<file path="src/rtl/vend_pkg.sv">
// rtl/vend_pkg.sv - coin codes, coin values, FSM states and 7-segment encoding for the vending controller
package vend_pkg;

  localparam logic [11:0] COIN_PENNY   = 12'hBC0;
  localparam logic [11:0] COIN_NICKEL  = 12'hD00;
  localparam logic [11:0] COIN_DIME    = 12'hB00;
  localparam logic [11:0] COIN_QUARTER = 12'hEF0;

  localparam logic [7:0] VAL_PENNY   = 8'd1;
  localparam logic [7:0] VAL_NICKEL  = 8'd5;
  localparam logic [7:0] VAL_DIME    = 8'd10;
  localparam logic [7:0] VAL_QUARTER = 8'd25;

  typedef enum logic {
    IDLE = 1'b0,
    VEND = 1'b1
  } state_e;

  // Segment pattern {g,f,e,d,c,b,a}, active-high; non-decimal codes blank the digit
  function automatic logic [6:0] seg7_encode(input logic [3:0] bcd);
    logic [6:0] seg;
    case (bcd)
      4'd0:    seg = 7'h3F;
      4'd1:    seg = 7'h06;
      4'd2:    seg = 7'h5B;
      4'd3:    seg = 7'h4F;
      4'd4:    seg = 7'h66;
      4'd5:    seg = 7'h6D;
      4'd6:    seg = 7'h7D;
      4'd7:    seg = 7'h07;
      4'd8:    seg = 7'h7F;
      4'd9:    seg = 7'h6F;
      default: seg = 7'h00;
    endcase
    return seg;
  endfunction

  // Value in cents of a received frame; zero means the frame is not a known coin
  function automatic logic [7:0] coin_value(input logic [31:0] frame);
    logic [7:0] val;
    val = 8'd0;
    if (frame == 32'(COIN_PENNY))   val = VAL_PENNY;
    if (frame == 32'(COIN_NICKEL))  val = VAL_NICKEL;
    if (frame == 32'(COIN_DIME))    val = VAL_DIME;
    if (frame == 32'(COIN_QUARTER)) val = VAL_QUARTER;
    return val;
  endfunction

endpackage

</file>
<file path="src/rtl/vend_seg7.sv">
// rtl/vend_seg7.sv - one BCD digit to 7-segment pattern
module vend_seg7 (
  input  logic [3:0] bcd,
  output logic [6:0] seg
);
  import vend_pkg::*;

  assign seg = seg7_encode(bcd);

endmodule

</file>
<file path="src/rtl/vend_ctrl_param.sv">
// rtl/vend_ctrl_param.sv - parametrised vending controller: coin frames, credit, vend/refund, credit display
module vend_ctrl_param #(
  parameter int                        FRAME_W      = 12,
  parameter int                        NUM_PRODUCTS = 4,
  parameter logic [8*NUM_PRODUCTS-1:0] PRICES       = {8'd95, 8'd75, 8'd60, 8'd50},
  parameter int                        CREDIT_MAX   = 99,
  parameter int                        NUM_DIGITS   = 2,
  parameter int                        VEND_CYCLES  = 4,
  localparam int                       PW           = (NUM_PRODUCTS > 1) ? $clog2(NUM_PRODUCTS) : 1,
  localparam int                       CW           = $clog2(CREDIT_MAX + 1)
) (
  input  logic                    clk,
  input  logic                    reset,
  input  logic                    serialIn,
  input  logic                    enable,
  input  logic                    buy,
  input  logic [PW-1:0]           product,
  input  logic                    refund,
  output logic [7*NUM_DIGITS-1:0] digits,
  output logic                    dispense,
  output logic [PW-1:0]           dispense_id,
  output logic                    change_valid,
  output logic [CW-1:0]           change_amt,
  output logic                    coin_reject,
  output logic                    insufficient,
  output logic                    busy
);
  import vend_pkg::*;

  localparam int LW = (VEND_CYCLES > 1) ? $clog2(VEND_CYCLES) : 1;

  logic [FRAME_W-1:0] shift_q, shift_d;
  logic               enable_prev_q, buy_prev_q, refund_prev_q;
  logic [CW-1:0]      credit_q, credit_d;
  state_e             state_q, state_d;
  logic [LW-1:0]      cnt_q, cnt_d;
  logic               buy_pend_q, buy_pend_d;
  logic               refund_pend_q, refund_pend_d;
  logic               dispense_q, dispense_d;
  logic [PW-1:0]      dispense_id_q, dispense_id_d;
  logic               change_valid_q, change_valid_d;
  logic [CW-1:0]      change_amt_q, change_amt_d;
  logic               coin_reject_q, coin_reject_d;
  logic               insufficient_q, insufficient_d;

  logic               frame_end, buy_req, refund_req, prod_ok;
  logic [7:0]         coin_val, price;

  // Next-state: frame shifting/acceptance, request arbitration, vend lockout
  always_comb begin
    shift_d        = shift_q;
    credit_d       = credit_q;
    state_d        = state_q;
    cnt_d          = cnt_q;
    buy_pend_d     = 1'b0;
    refund_pend_d  = 1'b0;
    dispense_d     = 1'b0;
    dispense_id_d  = '0;
    change_valid_d = 1'b0;
    change_amt_d   = '0;
    coin_reject_d  = 1'b0;
    insufficient_d = 1'b0;

    frame_end  = enable_prev_q & ~enable;
    buy_req    = (buy & ~buy_prev_q) | buy_pend_q;
    refund_req = (refund & ~refund_prev_q) | refund_pend_q;
    coin_val   = coin_value(32'(shift_q));
    prod_ok    = int'(product) < NUM_PRODUCTS;
    price      = 8'd0;
    for (int i = 0; i < NUM_PRODUCTS; i++) begin
      if (int'(product) == i) price = PRICES[8*i +: 8];
    end

    if (enable) shift_d = {serialIn, shift_q[FRAME_W-1:1]};

    if (frame_end) begin
      shift_d = '0;
      if (state_q == IDLE && coin_val != 8'd0 &&
          int'(credit_q) + int'(coin_val) <= CREDIT_MAX)
        credit_d = CW'(int'(credit_q) + int'(coin_val));
      else
        coin_reject_d = 1'b1;
    end

    if (state_q == VEND) begin
      // Requests during lockout are dropped, not queued
      if (cnt_q == '0) state_d = IDLE;
      else             cnt_d   = cnt_q - 1'b1;
    end else if (frame_end) begin
      // Coin lands first; requests are replayed next edge against the new credit
      refund_pend_d = refund_req;
      buy_pend_d    = buy_req & ~refund_req;
    end else if (refund_req) begin
      change_valid_d = 1'b1;
      change_amt_d   = credit_q;
      credit_d       = '0;
    end else if (buy_req) begin
      if (!prod_ok || int'(credit_q) < int'(price)) begin
        insufficient_d = 1'b1;
      end else begin
        dispense_d     = 1'b1;
        dispense_id_d  = product;
        change_valid_d = 1'b1;
        change_amt_d   = CW'(int'(credit_q) - int'(price));
        credit_d       = '0;
        state_d        = VEND;
        cnt_d          = LW'(VEND_CYCLES - 1);
      end
    end
  end

  // State and registered output pulses
  always_ff @(posedge clk or posedge reset) begin
    if (reset) begin
      shift_q        <= '0;
      enable_prev_q  <= 1'b0;
      buy_prev_q     <= 1'b0;
      refund_prev_q  <= 1'b0;
      credit_q       <= '0;
      state_q        <= IDLE;
      cnt_q          <= '0;
      buy_pend_q     <= 1'b0;
      refund_pend_q  <= 1'b0;
      dispense_q     <= 1'b0;
      dispense_id_q  <= '0;
      change_valid_q <= 1'b0;
      change_amt_q   <= '0;
      coin_reject_q  <= 1'b0;
      insufficient_q <= 1'b0;
    end else begin
      shift_q        <= shift_d;
      enable_prev_q  <= enable;
      buy_prev_q     <= buy;
      refund_prev_q  <= refund;
      credit_q       <= credit_d;
      state_q        <= state_d;
      cnt_q          <= cnt_d;
      buy_pend_q     <= buy_pend_d;
      refund_pend_q  <= refund_pend_d;
      dispense_q     <= dispense_d;
      dispense_id_q  <= dispense_id_d;
      change_valid_q <= change_valid_d;
      change_amt_q   <= change_amt_d;
      coin_reject_q  <= coin_reject_d;
      insufficient_q <= insufficient_d;
    end
  end

  assign dispense     = dispense_q;
  assign dispense_id  = dispense_id_q;
  assign change_valid = change_valid_q;
  assign change_amt   = change_amt_q;
  assign coin_reject  = coin_reject_q;
  assign insufficient = insufficient_q;
  assign busy         = (state_q == VEND);

  for (genvar g = 0; g < NUM_DIGITS; g++) begin : g_digit
    logic [3:0] bcd;
    assign bcd = 4'((int'(credit_q) / (10 ** g)) % 10);
    vend_seg7 u_seg (.bcd(bcd), .seg(digits[7*g +: 7]));
  end

endmodule

</file>
<file path="config.mk">
export PLATFORM = sky130hd
export DESIGN_NAME = vend_ctrl_param
export DESIGN_NICKNAME = d
export VERILOG_FILES = /design/src/rtl/vend_pkg.sv /design/src/rtl/vend_seg7.sv /design/src/rtl/vend_ctrl_param.sv
export SDC_FILE = /design/constraint.sdc
export NUM_CORES = 1
export LEC_CHECK = 0
export ABC_AREA = 0
export ABC_CLOCK_PERIOD_IN_PS = 10100
export CORE_ASPECT_RATIO = 0.9
export CORE_UTILIZATION = 52
export CTS_CLUSTER_DIAMETER = 60
export CTS_CLUSTER_SIZE = 40
export DETAILED_ROUTE_END_ITERATION = 6
export GPL_TIMING_DRIVEN = 0
export HOLD_SLACK_MARGIN = 0.02
export PLACE_DENSITY = 0.85
export SYNTH_ARGS = -nofsm -noshare
export SYNTH_HDL_FRONTEND = slang
export SYNTH_HIERARCHICAL = 1
export SYNTH_SLANG_ARGS = --single-unit
export TNS_END_PERCENT = 20
</file>
<file path="constraint.sdc">
create_clock -name clk -period 10.1 [get_ports clk]
set_clock_uncertainty 0.2 [all_clocks]
set_input_delay 2.02 -clock clk [delete_from_list [all_inputs] [get_ports clk]]
set_output_delay 2.02 -clock clk [all_outputs]
set_load 0.01 [all_outputs]
</file>
# After elaboration in Yosys (flattened, before gate mapping)
# Memories as Yosys holds them, arrays and structs flattened.
# Index checks and enable logic that the tools add are counted.
# Widths: inputs -> output; s select.
# classes
addsub	3
n_mul	0
div	3
n_lt_le_gt_ge	2
eq_ne	11
n_shift	0
n_mux	54
bitwise_logic	11
n_reduce_logical	8
# op_table
op	n
$mux 7	12
$eq 12x12->1 const B	4
$div 8x5->32 const B	1
$le 32x8->1 const B	1
$mod 32x5->32 const B	1
$mod 8x5->32 const B	1
$mux 12	2
$mux 8	3
$mux 1	22
$mux 2	11
$add 7x8->9	1
$lt 7x8->1	1
$ne 2x2->1 const B	4
$reduce_bool 8->1	1
$sub 7x7->7	1
$mux 6	1
$mux 5	1
$not 1->1	5
$reduce_and 5->1	1
$and 1x1->1	4
$eq 2x2->1 const B	2
$logic_not 2->1	2
$mux 4	1
$reduce_bool 2->1	2
other kinds (5)	7
# totals
ff_bits	40
latchBits	0
ramBits	0
rom_bits	224
inputBits	8
word_cells	109
mem_count	2
# memory_table
name	words	word_bits	rd	rd_ports_with_merged_regs	wr	line	text
(name not given)	16	7	1	0	0	vend_pkg.sv:22	case (bcd)
(name not given)	16	7	1	0	0	vend_pkg.sv:22	

# Longest topological paths before layout
# logic_depth
word_depth	15
mapped_depth	16
depth_no_buf	14

# By module
# The synthesis kept the hierarchy.
# by_module_without_submodules
module	instances	cells_per_inst	area_each_um2	seq_area_each_um2
vend_ctrl_param	1	327	2854.0	1001.0
vend_seg7	2	28	219.0	0.0

# Least setup slack after synthesis
# No wires, ideal clock.
# synth_path
path_type	register -> output
startpoint	register credit_q[5]
endpoint	output digits[1]
arrival_time_ns	3.237
required_ns	7.880
slack_ns	4.643
stages_incl_launch_ff	14
path_buffers	2
cell_sequence	dfrtp_1 buf_2 nor2_1 inv_1 ha_1 nand2b_1 o21a_1 o22ai_1 clkbuf_1 a21boi_0 o221ai_1 inv_2 ha_1 o21ai_0
# synth_between
elab_chain_len	2
# synth_rtl
item	line	text
from (decl)	vend_ctrl_param.sv:34	logic [CW-1:0] credit_q, credit_d;
from (signal assigned)	vend_ctrl_param.sv:135	credit_q <= credit_d;
$mod 8x5->32	vend_ctrl_param.sv:159	assign bcd = 4'((int'(credit_q) / (10 ** g)) % 10);
net g_digit[0].bcd[1]	vend_ctrl_param.sv:158	logic [3:0] bcd;
$mem_v2 16x7	n/a	
to (decl)	vend_ctrl_param.sv:19	output logic [7*NUM_DIGITS-1:0] digits,
# The timed path passes the listed nets, and every way through them passes these cells.

# Final worst setup path
# layout_path
startpoint	register credit_q[5]
endpoint	output digits[3]
# Same word-level chain as after synthesis.

==> metrics.md <==
| Metric | Value |
|---|---|
| Status | `complete, no violations` |
| CP top delay family | `compound AO/OA/AOI/OAI gates` |
| H-Tree Depth | `2` |
| # setup viols final | `0` |
| Switch Pwr | `about 0.078 mW` |
| Largest net degree at the start of global routing | `26` |
| Vias in the first global route | `2886` |
| Post-CTS sizing | `0` |
| Register area share after synthesis | `around 30%` |
| Drt wl/cell | `~14 um` |
| Crit share post-route | `between 60% and 70%` |
| CTS Sinks | `40` |
| Post-synth top area cell | `dfrtp_1` |
| Ys Warns | `6` |
| Cell internal pwr | `0.257 mW` |
| Detailed Place HPWL | `around 5.5 mm` |
| CTS tree | `yes` |
| Comb power frac | `8.9%` |
| Global-route wire length before repair | `approximately 13 mm` |
| Register share of total power | `49.7%` |
| All-Layer GR Usage | `23.1%` |
| Final Wtd Congestion | `0.911` |
| DR pass1 iterations | `4` |
| Crit-path max FO | `10` |
| Die area | `around 6700 sq um` |
| Min-Delay Path Class | `flop to flop` |
| Crit-path cells | `buf_2 -> nor2_1 -> inv_1 -> ha_1 -> nand2b_1 -> o21a_1 -> o22ai_1 -> clkbuf_1 -> a21boi_0 -> o221ai_1 -> inv_2 -> ha_1 -> nor2_1 -> a21oi_1 -> o22ai_1 -> clkdlybuf4s50_1` |
| Final core utilization | `63.8%` |
| DRC errors left | `0` |
| Most used DFF post-synth | `dfrtp_1` |
| Worst Setup Path Type | `flop to output pin` |
| Rows | `27` |
| Count leader, synth | `dfrtp_1` |
| Die height | `around 77 um` |
| Routed WL | `7.28 mm` |
| Chip Width | `~86 um` |
| Vias per cell | `a little under 6` |
| CP required | `roughly 7900 ps` |
| Fmax | `~150 MHz` |
| Min cycle time layout | `6780 ps` |
| Post-CTS Setup Inserts | `0` |
| Sw Share | `a little under a quarter` |
| Max_slew headroom | `48.4%` |
| RSZ-0062 raised after global routing | `false` |
| Reg clk slew, reported paths | `~80 ps` |
| Flops & latches, synth | `40` |
| Vias after detailed routing | `around 3000` |
| Critical path's slowest cell | `o221ai_1` |
| CTS Buf Count | `5` |
| Buf/Inv on CP | `5` |
| Critical Path Sink Type | `output pin` |
| Worst Max-Slew Pin Slew | `between 700 and 800 ps` |
| Critical path launch point type | `flop` |
| Hold Buf Count CTS | `0` |
| Antenna Cells | `0` |
| Initial Utilization | `a little over half` |
| Post-synth top area share | `30.4%` |
| Final nets | `463` |
| Avg Synthesized Cell Area | `about 8.6 sq um` |
| Max Root-Sink Buffers | `2` |
| Port Buffers | `35` |
| Ranking of synthesized cells by area | `dfrtp_1 (30%), ha_1 (10%), o21ai_0 (3.8%), inv_1 (3.8%), a21oi_1 (3.6%)` |
| LEAKAGE | `between 1.5 and 2 nW` |
| Number of synthesized flops with an enable pin | `0` |
| Area growth from synthesis to layout | `18.5%` |
| Max incr delay on CP | `roughly 580 ps` |
| Remaining global-route overflow | `0` |
| WP data arrival | `approximately 4600 ps` |
| Initial antenna violation count | `0` |
| Cell Pwr Density | `86.0 nW/um^2` |
| Worst VDD drop | `between 50 and 60 uV` |
| Max Slew Vio Count | `0` |
| Placeable Area | `about 6100 sq um` |
| Clock share of power | `between 40 and 50%` |
| Share of cells above drive strength 1 | `between 8 and 9%` |
| Post-Synthesis Cells | `between 300 and 400` |
| Worst skew pair latency | `300 ps` |
| Post-synth cell types | `69` |
| Synth cell count leaders | `dfrtp_1 (40), inv_1 (33), ha_1 (27), nor2_1 (27), nand2_1 (26)` |
| Routed Antenna Nets | `0` |
| Ys async rst share | `100%` |
| Maximum capacitance violations | `0` |
| Syn nets | `420` |
| Root Buffer | `clkbuf_8` |
| Hold Vio Cnt, Final | `0` |
| I/O Pins | `36` |
| Netlist Area Pre-Place | `3290 sq um` |
| Fin Setup TNS | `0 ps` |
| DR iter-0 viols | `around 200` |
tightest hold or removal path, delay by kind of cell, from the launching register on:
| kind | cells | cell delay (ps) |
|---|---|---|
| flip-flops | 1 | 320 |
| AND/OR/NAND/NOR | 2 | 110 |
| AO/OA/AOI/OAI | 1 | 80 |
cell usage in the layout (no fill, tap or decap), types with 5 or more instances in the layout:
cell type	instances
nand3_1	5
buf_2	7
ha_1	27
dfrtp_1	40
a21oi_1	24
nor2_1	27
o22ai_1	14
nor2b_1	6
o21ai_0	25
o31ai_1	7
nor3_1	9
o21a_1	8
nand2_1	26
nand2b_1	11
clkbuf_8	6
and3_1	5
a22o_1	5
xnor2_1	6
clkdlybuf4s50_1	35
clkbuf_1	10
a21o_1	7
inv_1	33
final timing paths:
path | from | to | slack, ps | cells past startpoint
setup / recovery | credit_q[5] | digits[3] | 3320 | 16
hold / removal | refund_pend_q | insufficient | 340 | 3
setup reg to reg | shift_q[1] | credit_q[5] | 6240 | 11
hold reg to reg | refund_pend_q | insufficient | 340 | 3
max in group asynchronous | reset | shift_q[9] | 7260 | 3
min in group asynchronous | reset | change_amt[4] | 1900 | 2
state kept, by name, indices dropped and copies added, names as in the netlist:
name / flops
shift_q: 12
change_amt: 7
credit_q: 7
cnt_q: 2
dispense_id: 2
busy: 1
buy_pend_q: 1
buy_prev_q: 1
change_valid: 1
coin_reject: 1
dispense: 1
enable_prev_q: 1
insufficient: 1
refund_pend_q: 1
refund_prev_q: 1
routing by layer:
layer	global-route usage, %	part of all wire (%)
met3	4.47	4.5
met2	38.7	48
met1	28.4	44
met5	0	0
met4	11.2	3.3
cell type report:
cell class	count	area, sq um
Fill cell	482	2210
Multi-Input combinational cell	286	2040
Sequential cell	40	1000
Timing Repair Buffer	36	378
Inverter	35	131
Buffer	22	123
Tap cell	87	109
Clock buffer	6	82.6
Clock inverter	2	38.8
power by group through the flow:
stage	combinational [mW]	sequential, mW	clock (mW)
finish	0.0298	0.167	0.139
global route	0.0332	0.167	0.150
CTS	0.0299	0.167	0.139
detailed placement	0.0295	0.170	0
global placement	0.0272	0.170	0
floorplan	0.0186	0.169	0
cell families (layout without fill, tap and decap cells):
kind of cell / count (synthesis) / count (layout) / share of synthesized area, %
AOI/OAI and AO/OA: 126 / 126 / 26.6
xor gates and xnor gates: 10 / 10 / 2.66
adders and majority gates: 31 / 31 / 12.1
buffers and inverters: 57 / 101 / 7.72
DFF: 40 / 40 / 30.4
muxes: 3 / 3 / 0.950
and+or+nand+nor: 116 / 116 / 19.6
stage by stage:
| stage | area (sq um) | worst slack [ps] | hold WS [ps] | power [mW] | cells |
|---|---|---|---|---|---|
| 2_1_floorplan | 3290 | 4640 | 287 | 0.188 | 383 |
| 3_3_place_gp | 3750 | 3810 | 312 | 0.197 | 505 |
| 3_5_place_dp | 3780 | 3700 | 326 | 0.199 | 506 |
| 4_1_cts | 3900 | 3380 | 337 | 0.336 | 514 |
| 5_1_grt | 3900 | 3040 | 365 | 0.350 | 514 |
| 6_report | 3900 | 3320 | 336 | 0.335 | 514 |
No activity file was read; power rests on OpenSTA's default activity.
